## src/rtl/seq_bool_waveform_pipe.sv

```systemverilog
// seq_bool_waveform_pipe
// Per-bit sequential boolean function of an NBITS-wide input. The function is
// one of invert, pass, rise, fall, change or toggle. The result is delayed
// through a DEPTH-stage register pipeline that stalls as a whole when en is low.
// f_valid rises once DEPTH enabled edges have passed since reset, which is when
// f first carries a result computed from a real captured sample.
module seq_bool_waveform_pipe #(
  parameter int NBITS = 8,
  parameter int DEPTH = 1
) (
  input  logic             clk,
  input  logic             reset_n,
  input  logic             en,
  input  logic [2:0]       mode,
  input  logic [NBITS-1:0] a,
  output logic [NBITS-1:0] f,
  output logic             f_valid
);

  localparam int CW = $clog2(DEPTH + 1);

  localparam logic [2:0] MODE_INV    = 3'd0;
  localparam logic [2:0] MODE_PASS   = 3'd1;
  localparam logic [2:0] MODE_RISE   = 3'd2;
  localparam logic [2:0] MODE_FALL   = 3'd3;
  localparam logic [2:0] MODE_CHANGE = 3'd4;
  localparam logic [2:0] MODE_TOGGLE = 3'd5;

  logic [NBITS-1:0] stage_p [DEPTH];
  logic [NBITS-1:0] a_prev;
  logic [NBITS-1:0] tgl;
  logic [CW-1:0]    fill_cnt;
  logic [NBITS-1:0] g;
  logic [NBITS-1:0] tgl_next;

  // Function of the current sample. Edge modes compare against the previous
  // captured a, which is tracked in every mode.
  always_comb begin
    g        = '0;
    tgl_next = tgl ^ a;
    case (mode)
      MODE_INV:    g = ~a;
      MODE_PASS:   g = a;
      MODE_RISE:   g = a & ~a_prev;
      MODE_FALL:   g = ~a & a_prev;
      MODE_CHANGE: g = a ^ a_prev;
      MODE_TOGGLE: g = tgl_next;
      default:     g = '0;
    endcase
  end

  // Capture, shift and fill tracking. Reset clears everything and beats en.
  // en=0 freezes all state.
  always_ff @(posedge clk) begin
    if (!reset_n) begin
      for (int k = 0; k < DEPTH; k++) begin
        stage_p[k] <= '0;
      end
      a_prev   <= '0;
      tgl      <= '0;
      fill_cnt <= '0;
    end else if (en) begin
      // stage 1: capture the function result
      stage_p[0] <= g;
      // stages 2..DEPTH: shift toward f
      for (int k = 1; k < DEPTH; k++) begin
        stage_p[k] <= stage_p[k-1];
      end
      a_prev <= a;
      if (mode == MODE_TOGGLE) begin
        tgl <= tgl_next;
      end
      if (fill_cnt != CW'(DEPTH)) begin
        fill_cnt <= fill_cnt + CW'(1);
      end
    end
  end

  assign f       = stage_p[DEPTH-1];
  assign f_valid = (fill_cnt == CW'(DEPTH));

endmodule

```

## config.mk

```make
export PLATFORM = sky130hd
export DESIGN_NAME = seq_bool_waveform_pipe
export DESIGN_NICKNAME = d
export VERILOG_FILES = /design/src/rtl/seq_bool_waveform_pipe.sv
export SDC_FILE = /design/constraint.sdc
export NUM_CORES = 1
export LEC_CHECK = 0
export CORE_UTILIZATION = 59
export CTS_CLUSTER_SIZE = 20
export DETAILED_ROUTE_END_ITERATION = 8
export MAX_ROUTING_LAYER = met4
export PLACE_DENSITY = 0.91
export REMOVE_ABC_BUFFERS = 1
export SETUP_SLACK_MARGIN = 0.02
export SLEW_MARGIN = 15
export SYNTH_ARGS = -nofsm -noshare
export SYNTH_HDL_FRONTEND = slang
export SYNTH_SLANG_ARGS = --single-unit
```

## constraint.sdc

```tcl
create_clock -name clk -period 3.7 [get_ports clk]
set_input_delay 0.37 -clock clk [delete_from_list [all_inputs] [get_ports clk]]
set_output_delay 0.37 -clock clk [all_outputs]
set_load 0.01 [all_outputs]
```

Word level (Yosys, flattened, before mapping)
Memories as Yosys holds them, arrays and structs flattened. Cells that the tools add are included.

Bits in registers: 17. Latch bits: 0. RAM bits: 8. Bits in read-only memories: 0. Bits of input ports: 14. Output and inout bits: 9. Word-level logic and storage cells: 27. Memories kept: 1.

Add/sub/neg operators: 1. Multipliers: 0. Divide/modulo/power cells: 0. Magnitude comparators: 0. Eq/ne operators: 5. Shift-type cells: 0. Mux-type cells: 8. Bitwise logic cells: 6. Reductions and logical operators: 3.

Memories: stage_p (words 1, width 8, rd ports 1, clocked after Yosys merged registers in 0, wr ports 1, line 29) `logic [NBITS-1:0] stage_p [DEPTH];`.

Operator list (count): 8-bit one-hot mux with 6 select lines (1); 8-bit AND (2); 8-bit inverter (2); 8-bit bitwise XOR (2); 8-bit two-way mux (1); 8-bit OR reduction (1); 3-bit by 2-bit equality test with 1-bit output (second input constant) (2); 3-bit equality test (second input constant) (2); 1-bit two-way mux (6); 3-bit by 1-bit equality test with 1-bit output (second input constant) (1); 3-bit logical NOT (1); 2-bit AND reduction (1); 1-bit adder (second input constant) (1).

Logic depth before layout (Yosys ltp)
Gate-level depths: netlist of the first run.

Depth after elaboration: 5. Depth in mapped cells: 6. Mapped depth without buffers: 6.

Worst setup path after synthesis of the first run
No wires, ideal clock.

Path type: in2reg. From: in a[0]. To: mem stage_p[0][0], data pin. Library setup time: 0.263 ns. Data arrival time: 1.086 ns. Required time: 3.437 ns. Slack: 2.351 ns. Cell stages on the path: 6. Buffers on the path: 0. Cells stage by stage: inv_1 ha_1 mux2_2 a21oi_1 or3_1 o31ai_1.

Longest elaborated chain between the ends: 4. Elaborated cells between the ends (all ways): 7. Those cells by class: mux: 2; bitwise: 5.

RTL lines: start: declaration (line 15) `input logic [NBITS-1:0] a,`; 8-bit inverter (line 42, 45); 8-bit AND (line 45) `MODE_FALL: g = ~a & a_prev;`; 8-bit one-hot mux with 6 select lines (*) (line 41) `case (mode)`; 8-bit two-way mux (no line) (*); end: declaration (line 29).

Mark *: on every way between the ends. The rest lies on a longest branch, timed or not.

Worst setup path in the final report of the first run
From: in en. To: mem stage_p[0][0], data pin.

Longest elaborated chain between the ends: 5.

RTL lines: start: declaration (line 13) `input logic en,`; 1-bit two-way mux (line 62) `end else if (en) begin`; 1-bit two-way mux (line 55) `if (!reset_n) begin`; 1-bit two-way mux (implied by the code) (line 64) `stage_p[0] <= g;`; 8-bit OR reduction (no line); 8-bit two-way mux (no line).

Every way passes these cells.

==> results.sh, run 1 <==
export IMPL_fin_tns_setup_ns=0
export IMPL_post_cts_setup_buffers=0
export IMPL_synth_enable_flop_cells=8
export IMPL_route_detailed_wl_per_inst_um=13.9
export IMPL_layout_min_cycle_time_ns=2.02
export IMPL_postRouteWirelength_mm=3.12
export IMPL_gate_count_after_technology_mapping=177
export IMPL_die_height_um=55.6
export IMPL_detailedRoute_firstIterationViolations=21
export IMPL_grt_pass1_wl_mm=5.54
export IMPL_area_growth_pct=13.0
export IMPL_cp_end_kind="flop"
export IMPL_timing_worst_setup_path_type="in2reg"
export IMPL_worstSetupStartpointType="input port"
export IMPL_detailed_place_hpwl_mm=2.29
export IMPL_clockBufferDepth=2
export IMPL_numPortBuffers=22
export IMPL_initial_utilization_pct=62.1
export IMPL_worstHoldPathType="reg2reg"
export IMPL_synth_top_area_share_pct=20.1
export IMPL_fin_skew_ns=0.0106
export IMPL_grt_ovfl_total=0
export IMPL_synth_area_um2=1700
export IMPL_number_of_global_route_vias_before_repair=1322
export IMPL_ys_warn_count=0
export IMPL_cts_max_level=1
export IMPL_route_detailed_drc=0
export IMPL_drive_above_1_share_pct=3.61
export IMPL_drtPass1Iterations=5
export IMPL_total_of_cells_resized_after_clock_tree_synthesis=0
export IMPL_p_clk_share_pct=22.8
export IMPL_power_density_nw_per_um2=293
export IMPL_timing_fmax_ghz=0.495
export IMPL_hold_slack_ns=0.485
export IMPL_clock_insertion_delay_worst_skew_ns=0.33
export IMPL_setup_repair_after_global_routing_missed_its_margin="false"
export IMPL_dr_total_vias=1296
export IMPL_numCtsBuffers=3
export IMPL_leak_nw=0.800
export IMPL_final_hold_violation_count=0
export IMPL_cell_internal_pwr_w=0.000404
export IMPL_core_rowCount=19
export IMPL_ys_async_rst_share_pct=0
export IMPL_gp_congestion=0.850
export IMPL_die_area_um2=3090
export IMPL_max_capacitance_violation_count=0
export IMPL_timing_slew_headroom_pct=52.8
export IMPL_tritoncts="yes"
export IMPL_timing_critical_path_buf_inv=1
export IMPL_nets=225
export IMPL_grt_antenna_before_repair=0
export IMPL_clkSinkCount=25
export IMPL_ys_flop_type="sky130_fd_sc_hd__dfxtp_1"
export IMPL_run_status="finished clean"
export IMPL_p_switching_w=0.000157
export IMPL_vias_per_cell=5.76
export IMPL_drt_antenna_violating_nets=0
export IMPL_boundaryPins=23
export IMPL_synth_largest_area_cell="sky130_fd_sc_hd__dfxtp_1"
export IMPL_hold_buffers=0
export IMPL_synth_avg_cell_area_um2=9.59
export IMPL_yosysSeqAreaShare_pct=34.2
export IMPL_post_dp_cell_area_um2=1890
export IMPL_comb_power_share_pct=22.7
export IMPL_critPathArrivalTime_ns=2.17
export IMPL_setup_violations_final=0
export IMPL_highest_net_fanout_along_the_worst_path=12
export IMPL_worstMarginPinSlew_ns=0.705
export IMPL_flop_pwr_share_pct=54.6
export IMPL_yosys_top_cells_area="sky130_fd_sc_hd__dfxtp_1 (20%), sky130_fd_sc_hd__edfxtp_1 (14%), sky130_fd_sc_hd__ha_1 (12%), sky130_fd_sc_hd__mux2i_1 (10%), sky130_fd_sc_hd__xnor2_1 (7.7%)"
export IMPL_synth_cell_types=32
export IMPL_critical_path_slowest_cell="sky130_fd_sc_hd__clkdlybuf4s50_1"
export IMPL_globalRouteTotalUtil_pct=23.0
export IMPL_slowest_delay_ns=0.88
export IMPL_die_x_um=55.6
export IMPL_cts_reportedPaths_clkPinSlew_ns=0.15
export IMPL_n_antenna_cell=0
export IMPL_grt_start_max_net_pins=25
export IMPL_netSwitchingFraction_pct=28.0
export IMPL_period_share_pct=54.6
export IMPL_cts_root_buffer_cell="sky130_fd_sc_hd__clkbuf_4"
export IMPL_count_of_pins_over_their_slew_limit=0
export IMPL_crit_required_ns=3.85
export IMPL_core_area_um2=2730
export IMPL_gate_family_responsible_for_the_most_delay_along_the_worst_path="buffers and inverters"
export IMPL_yosys_register_bits=25
export IMPL_vdd_drop_max_mv=0.246
export IMPL_cell_chain_critical_path="clkdlybuf4s50_1, nand2_1, or3_1, o31ai_1"
export IMPL_layout_cell_area_non_filler_um2=1920
==> final timing paths <==
kind	startpoint	end	slack [ns]	cells after the start
setup / recovery	en	stage_p[0][0]$_SDFFCE_PN0P_	1.68	4
hold / removal	f_valid$_SDFFE_PN0P_	f_valid$_SDFFE_PN0P_	0.48	1
setup reg to reg	a_prev[0]$_SDFFE_PN0P_	stage_p[0][0]$_SDFFCE_PN0P_	2.25	6
hold reg to reg	f_valid$_SDFFE_PN0P_	f_valid$_SDFFE_PN0P_	0.48	1
==> cell usage after synthesis, types with 8 or more instances <==
master,count
sky130_fd_sc_hd__and2_1,8
sky130_fd_sc_hd__xnor2_1,15
sky130_fd_sc_hd__mux2i_1,17
sky130_fd_sc_hd__inv_1,16
sky130_fd_sc_hd__edfxtp_1,8
sky130_fd_sc_hd__dfxtp_1,17
sky130_fd_sc_hd__ha_1,16
sky130_fd_sc_hd__nor2b_1,11
sky130_fd_sc_hd__nand2_1,14
sky130_fd_sc_hd__a211oi_1,9
==> metrics by stage <==
| step | std cells | total power (W) | util [%] | setup WS, ns |
|---|---|---|---|---|
| after floorplan | 167 | 0.000376 | - | 2.35 |
| after global placement | 221 | 0.000433 | 69.0 | 1.39 |
| after detailed placement | 221 | 0.000439 | 69.0 | 1.34 |
| after CTS | 225 | 0.000564 | 70.1 | 1.68 |
| after global routing | 225 | 0.000589 | 70.1 | 1.58 |
| final | 225 | 0.000561 | 70.1 | 1.68 |
==> cells in the final DEF (no fill, tap or decap), types with 4 or more instances in the layout <==
master | netlist | layout
sky130_fd_sc_hd__a211oi_1 | 9 | 9
sky130_fd_sc_hd__a21oi_1 | 4 | 4
sky130_fd_sc_hd__and2_1 | 8 | 8
sky130_fd_sc_hd__clkdlybuf4s50_1 | 0 | 22
sky130_fd_sc_hd__dfxtp_1 | 17 | 17
sky130_fd_sc_hd__edfxtp_1 | 8 | 8
sky130_fd_sc_hd__ha_1 | 16 | 16
sky130_fd_sc_hd__inv_1 | 16 | 16
sky130_fd_sc_hd__mux2i_1 | 17 | 17
sky130_fd_sc_hd__nand2_1 | 14 | 14
sky130_fd_sc_hd__nor2b_1 | 11 | 11
sky130_fd_sc_hd__o21a_1 | 4 | 4
sky130_fd_sc_hd__o22ai_1 | 4 | 4
sky130_fd_sc_hd__xnor2_1 | 15 | 15
==> area by class of cell <==
class | count | area, µm²
Clock buffer | 3 | 22.5
Inverter | 16 | 60.1
Fill cell | 198 | 817
Clock inverter | 1 | 7.51
Sequential cell | 25 | 581
Tap cell | 31 | 38.8
Timing Repair Buffer | 23 | 228
Multi-Input combinational cell | 126 | 980
==> logic make-up after synthesis <==
| kind of cell | Yosys count | share of synthesized area [%] |
|---|---|---|
| DFF | 25 | 34.2 |
| muxes | 18 | 10.7 |
| AOI/OAI and AO/OA | 25 | 10.1 |
| xor gates and xnor gates | 18 | 9.29 |
| buffers and inverters | 26 | 8.04 |
| and+or+nand+nor | 49 | 15.9 |
| adders and majority gates | 16 | 11.8 |
==> state kept, by name (all words and copies together) (netlist names) <==
register  count
f_valid       1
a_prev        8
stage_p       8
tgl           8
==> power groups by stage <==
stage	clock network, W	logic [W]	registers (W)
floorplan	0	0.0000617	0.000314
global placement	0	0.000122	0.000311
detailed placement	0	0.000127	0.000312
CTS	0.000130	0.000128	0.000306
global route	0.000140	0.000141	0.000308
finish	0.000128	0.000127	0.000306
==> per-layer routing <==
layer  share of wire [%]  vias to the layer above  GRT usage, %  wire length (µm)
li1                    -                      628             -                 -
met2                  51                       39          41.5              1600
met3                 4.0                        8          2.56               125
met1                  43                      621          25.5              1350
met5                   0                        -             -                 0
met4                 1.5                        0          10.0                46
No activity file was read; power rests on OpenSTA's default activity.
==> inputs of run 2 (changes only) <==
CORE_UTILIZATION = 54   (was 59)
PLACE_DENSITY = 0.85   (was 0.91)
clock period = 1.9 ns   (was 3.7 ns; I/O delays follow)
==> run 2 against run 1 <==
The run now ends with DRC left. Global-route usage rose by 2.1 points. First-iteration DRC count is 62% higher. Combinational power up 130%. Final area is 8.2% higher. Sequential power grew 95%. Critical path type is now reg2reg. Critical endpoint unchanged.
==> results.sh, run 2 (synthesized netlist as in run 1, its figures left out) <==
export IMPL_dr_total_vias=1344
export IMPL_worstMarginPinSlew_ns=0.423
export IMPL_die_area_um2=3370
export IMPL_max_capacitance_violation_count=0
export IMPL_drtPass1Iterations=7
export IMPL_setup_violations_final=0
export IMPL_critical_path_reg2reg_endpoint="stage_p[0][0]$_SDFFCE_PN0P_"
export IMPL_cp_end_kind="flop"
export IMPL_route_detailed_drc=3
export IMPL_highest_net_fanout_along_the_worst_path=3
export IMPL_failed_checks="DRC"
export IMPL_hold_path_startpoint="f_valid$_SDFFE_PN0P_"
export IMPL_fin_tns_setup_ns=0
export IMPL_area_growth_pct=22.3
export IMPL_worst_r2r_cell_count=6
export IMPL_timing_slew_headroom_pct=71.8
export IMPL_postRouteWirelength_mm=3.62
export IMPL_power_density_nw_per_um2=545
export IMPL_layout_commonest_cell="sky130_fd_sc_hd__clkdlybuf4s50_1"
export IMPL_crit_required_ns=1.99
export IMPL_worst_hold_path_endpoint="f_valid$_SDFFE_PN0P_"
export IMPL_detailedRoute_firstIterationViolations=34
export IMPL_count_of_pins_over_their_slew_limit=0
export IMPL_boundaryPins=23
export IMPL_route_detailed_wl_per_inst_um=14.3
export IMPL_detailed_place_hpwl_mm=2.77
export IMPL_total_of_cells_resized_after_clock_tree_synthesis=0
export IMPL_core_area_um2=2880
export IMPL_layout_min_cycle_time_ns=1.50
export IMPL_numCtsBuffers=3
export IMPL_gp_congestion=0.838
export IMPL_grt_antenna_before_repair=0
export IMPL_numPortBuffers=22
export IMPL_worstHoldPathType="reg2reg"
export IMPL_vdd_drop_max_mv=0.382
export IMPL_initial_utilization_pct=59.0
export IMPL_timing_worst_setup_path_type="reg2reg"
export IMPL_clock_insertion_delay_worst_skew_ns=0.33
export IMPL_worstHoldPathCells=1
export IMPL_clockBufferDepth=2
export IMPL_placed_cells_incl_taps=250
export IMPL_worstSetupStartpointType="flop"
export IMPL_tritoncts="yes"
export IMPL_run_status="finished with violations"
export IMPL_grt_pass1_wl_mm=6.18
export IMPL_cts_root_buffer_cell="sky130_fd_sc_hd__clkbuf_4"
export IMPL_grt_ovfl_total=0
export IMPL_reg_top3="a_prev (8), stage_p (8), tgl (8)"
export IMPL_globalRouteTotalUtil_pct=25.1
export IMPL_critPathArrivalTime_ns=1.59
export IMPL_vias_per_cell=5.29
export IMPL_post_cts_setup_buffers=0
export IMPL_setup_repair_after_global_routing_missed_its_margin="false"
export IMPL_clkSinkCount=25
export IMPL_die_height_um=58.1
export IMPL_timing_fmax_ghz=0.668
export IMPL_drive_above_1_share_pct=11.3
export IMPL_cts_reportedPaths_clkPinSlew_ns=0.13
export IMPL_n_antenna_cell=0
export IMPL_hold_buffers=0
export IMPL_final_hold_violation_count=0
export IMPL_period_share_pct=78.8
export IMPL_die_x_um=58.1
export IMPL_final_cell_mix="sky130_fd_sc_hd__clkdlybuf4s50_1 (22), sky130_fd_sc_hd__buf_4 (18), sky130_fd_sc_hd__mux2i_1 (17), sky130_fd_sc_hd__dfxtp_1 (17)"
export IMPL_drt_antenna_violating_nets=0
export IMPL_critical_path_reg2reg_startpoint="a_prev[0]$_SDFFE_PN0P_"
export IMPL_cts_max_level=1
export IMPL_nets=243
export IMPL_r2r_slack_ns=0.40
export IMPL_number_of_global_route_vias_before_repair=1374
export IMPL_leak_nw=0.891
export IMPL_final_cell_count_no_fill=254
export IMPL_core_rowCount=19
export IMPL_fin_skew_ns=0.00115
export IMPL_grt_start_max_net_pins=16
## run 2: cell types whose count changed in the layout (fill, tap and decap cells not counted)
| cell | before | now |
|---|---|---|
| sky130_fd_sc_hd__buf_4 | 1 | 18 |
| sky130_fd_sc_hd__buf_12 | 0 | 1 |
| sky130_fd_sc_hd__clkbuf_1 | 0 | 1 |
| sky130_fd_sc_hd__clkinvlp_4 | 1 | 0 |
## run 2: area by class of cell
type,count,area (µm²)
Fill cell,222,802
Tap cell,42,52.6
Timing Repair Buffer,41,375
Clock buffer,4,26.3
Inverter,16,60.1
Multi-Input combinational cell,126,980
Sequential cell,25,581
## run 2: worst max path at each step
stage / start / endpoint / cells after the start
3_3_place_gp: mode[0] / tgl[5]$_SDFFE_PN0P_ / 5
5_1_grt: a_prev[0]$_SDFFE_PN0P_ / stage_p[0][0]$_SDFFCE_PN0P_ / 6
6_report: a_prev[0]$_SDFFE_PN0P_ / stage_p[0][0]$_SDFFCE_PN0P_ / 6
3_5_place_dp: a[0] / stage_p[0][0]$_SDFFCE_PN0P_ / 7
2_1_floorplan: a_prev[0]$_SDFFE_PN0P_ / stage_p[0][0]$_SDFFCE_PN0P_ / 6
4_1_cts: a_prev[0]$_SDFFE_PN0P_ / stage_p[0][0]$_SDFFCE_PN0P_ / 6
## run 2: worst max-delay path, stage by stage (launching register included)
cell,delay (ns)
sky130_fd_sc_hd__dfxtp_1,0.41
sky130_fd_sc_hd__inv_1,0.07
sky130_fd_sc_hd__ha_1,0.18
sky130_fd_sc_hd__mux2_2,0.26
sky130_fd_sc_hd__a21oi_1,0.13
sky130_fd_sc_hd__or3_1,0.13
sky130_fd_sc_hd__o31ai_1,0.08
## run 2: routing by layer
layer,vias to the layer above,track usage [%],routed length (µm)
li1,666,-,-
met1,637,30.3,1590
met2,31,39.4,1810
met3,10,4.24,129
met4,0,14.6,91
met5,-,-,0
## run 2: power breakdown
part / total [W] / internal, W / switching (W)
Clock: 0.000248 / 0.0000825 / 0.000166
Sequential: 0.000597 / 0.000580 / 0.0000165
Combinational: 0.000286 / 0.000153 / 0.000134
Total: 0.00113 / 0.000815 / 0.000316
## run 2: metrics by stage
| stage | cell area (µm²) | setup slack, ns | hold WS (ns) | util (%) | total power [W] |
|---|---|---|---|---|---|
| after CTS | 2070 | 0.392 | 0.479 | 72.1 | 0.00114 |
| after floorplan | 1620 | 0.606 | 0.308 | - | 0.000732 |
| after global routing | 2070 | 0.357 | 0.509 | 72.1 | 0.00119 |
| after detailed placement | 2050 | 0.0761 | 0.447 | 71.2 | 0.000894 |
| final | 2070 | 0.403 | 0.474 | 72.1 | 0.00113 |
| after global placement | 2050 | 0.129 | 0.438 | 71.2 | 0.000875 |
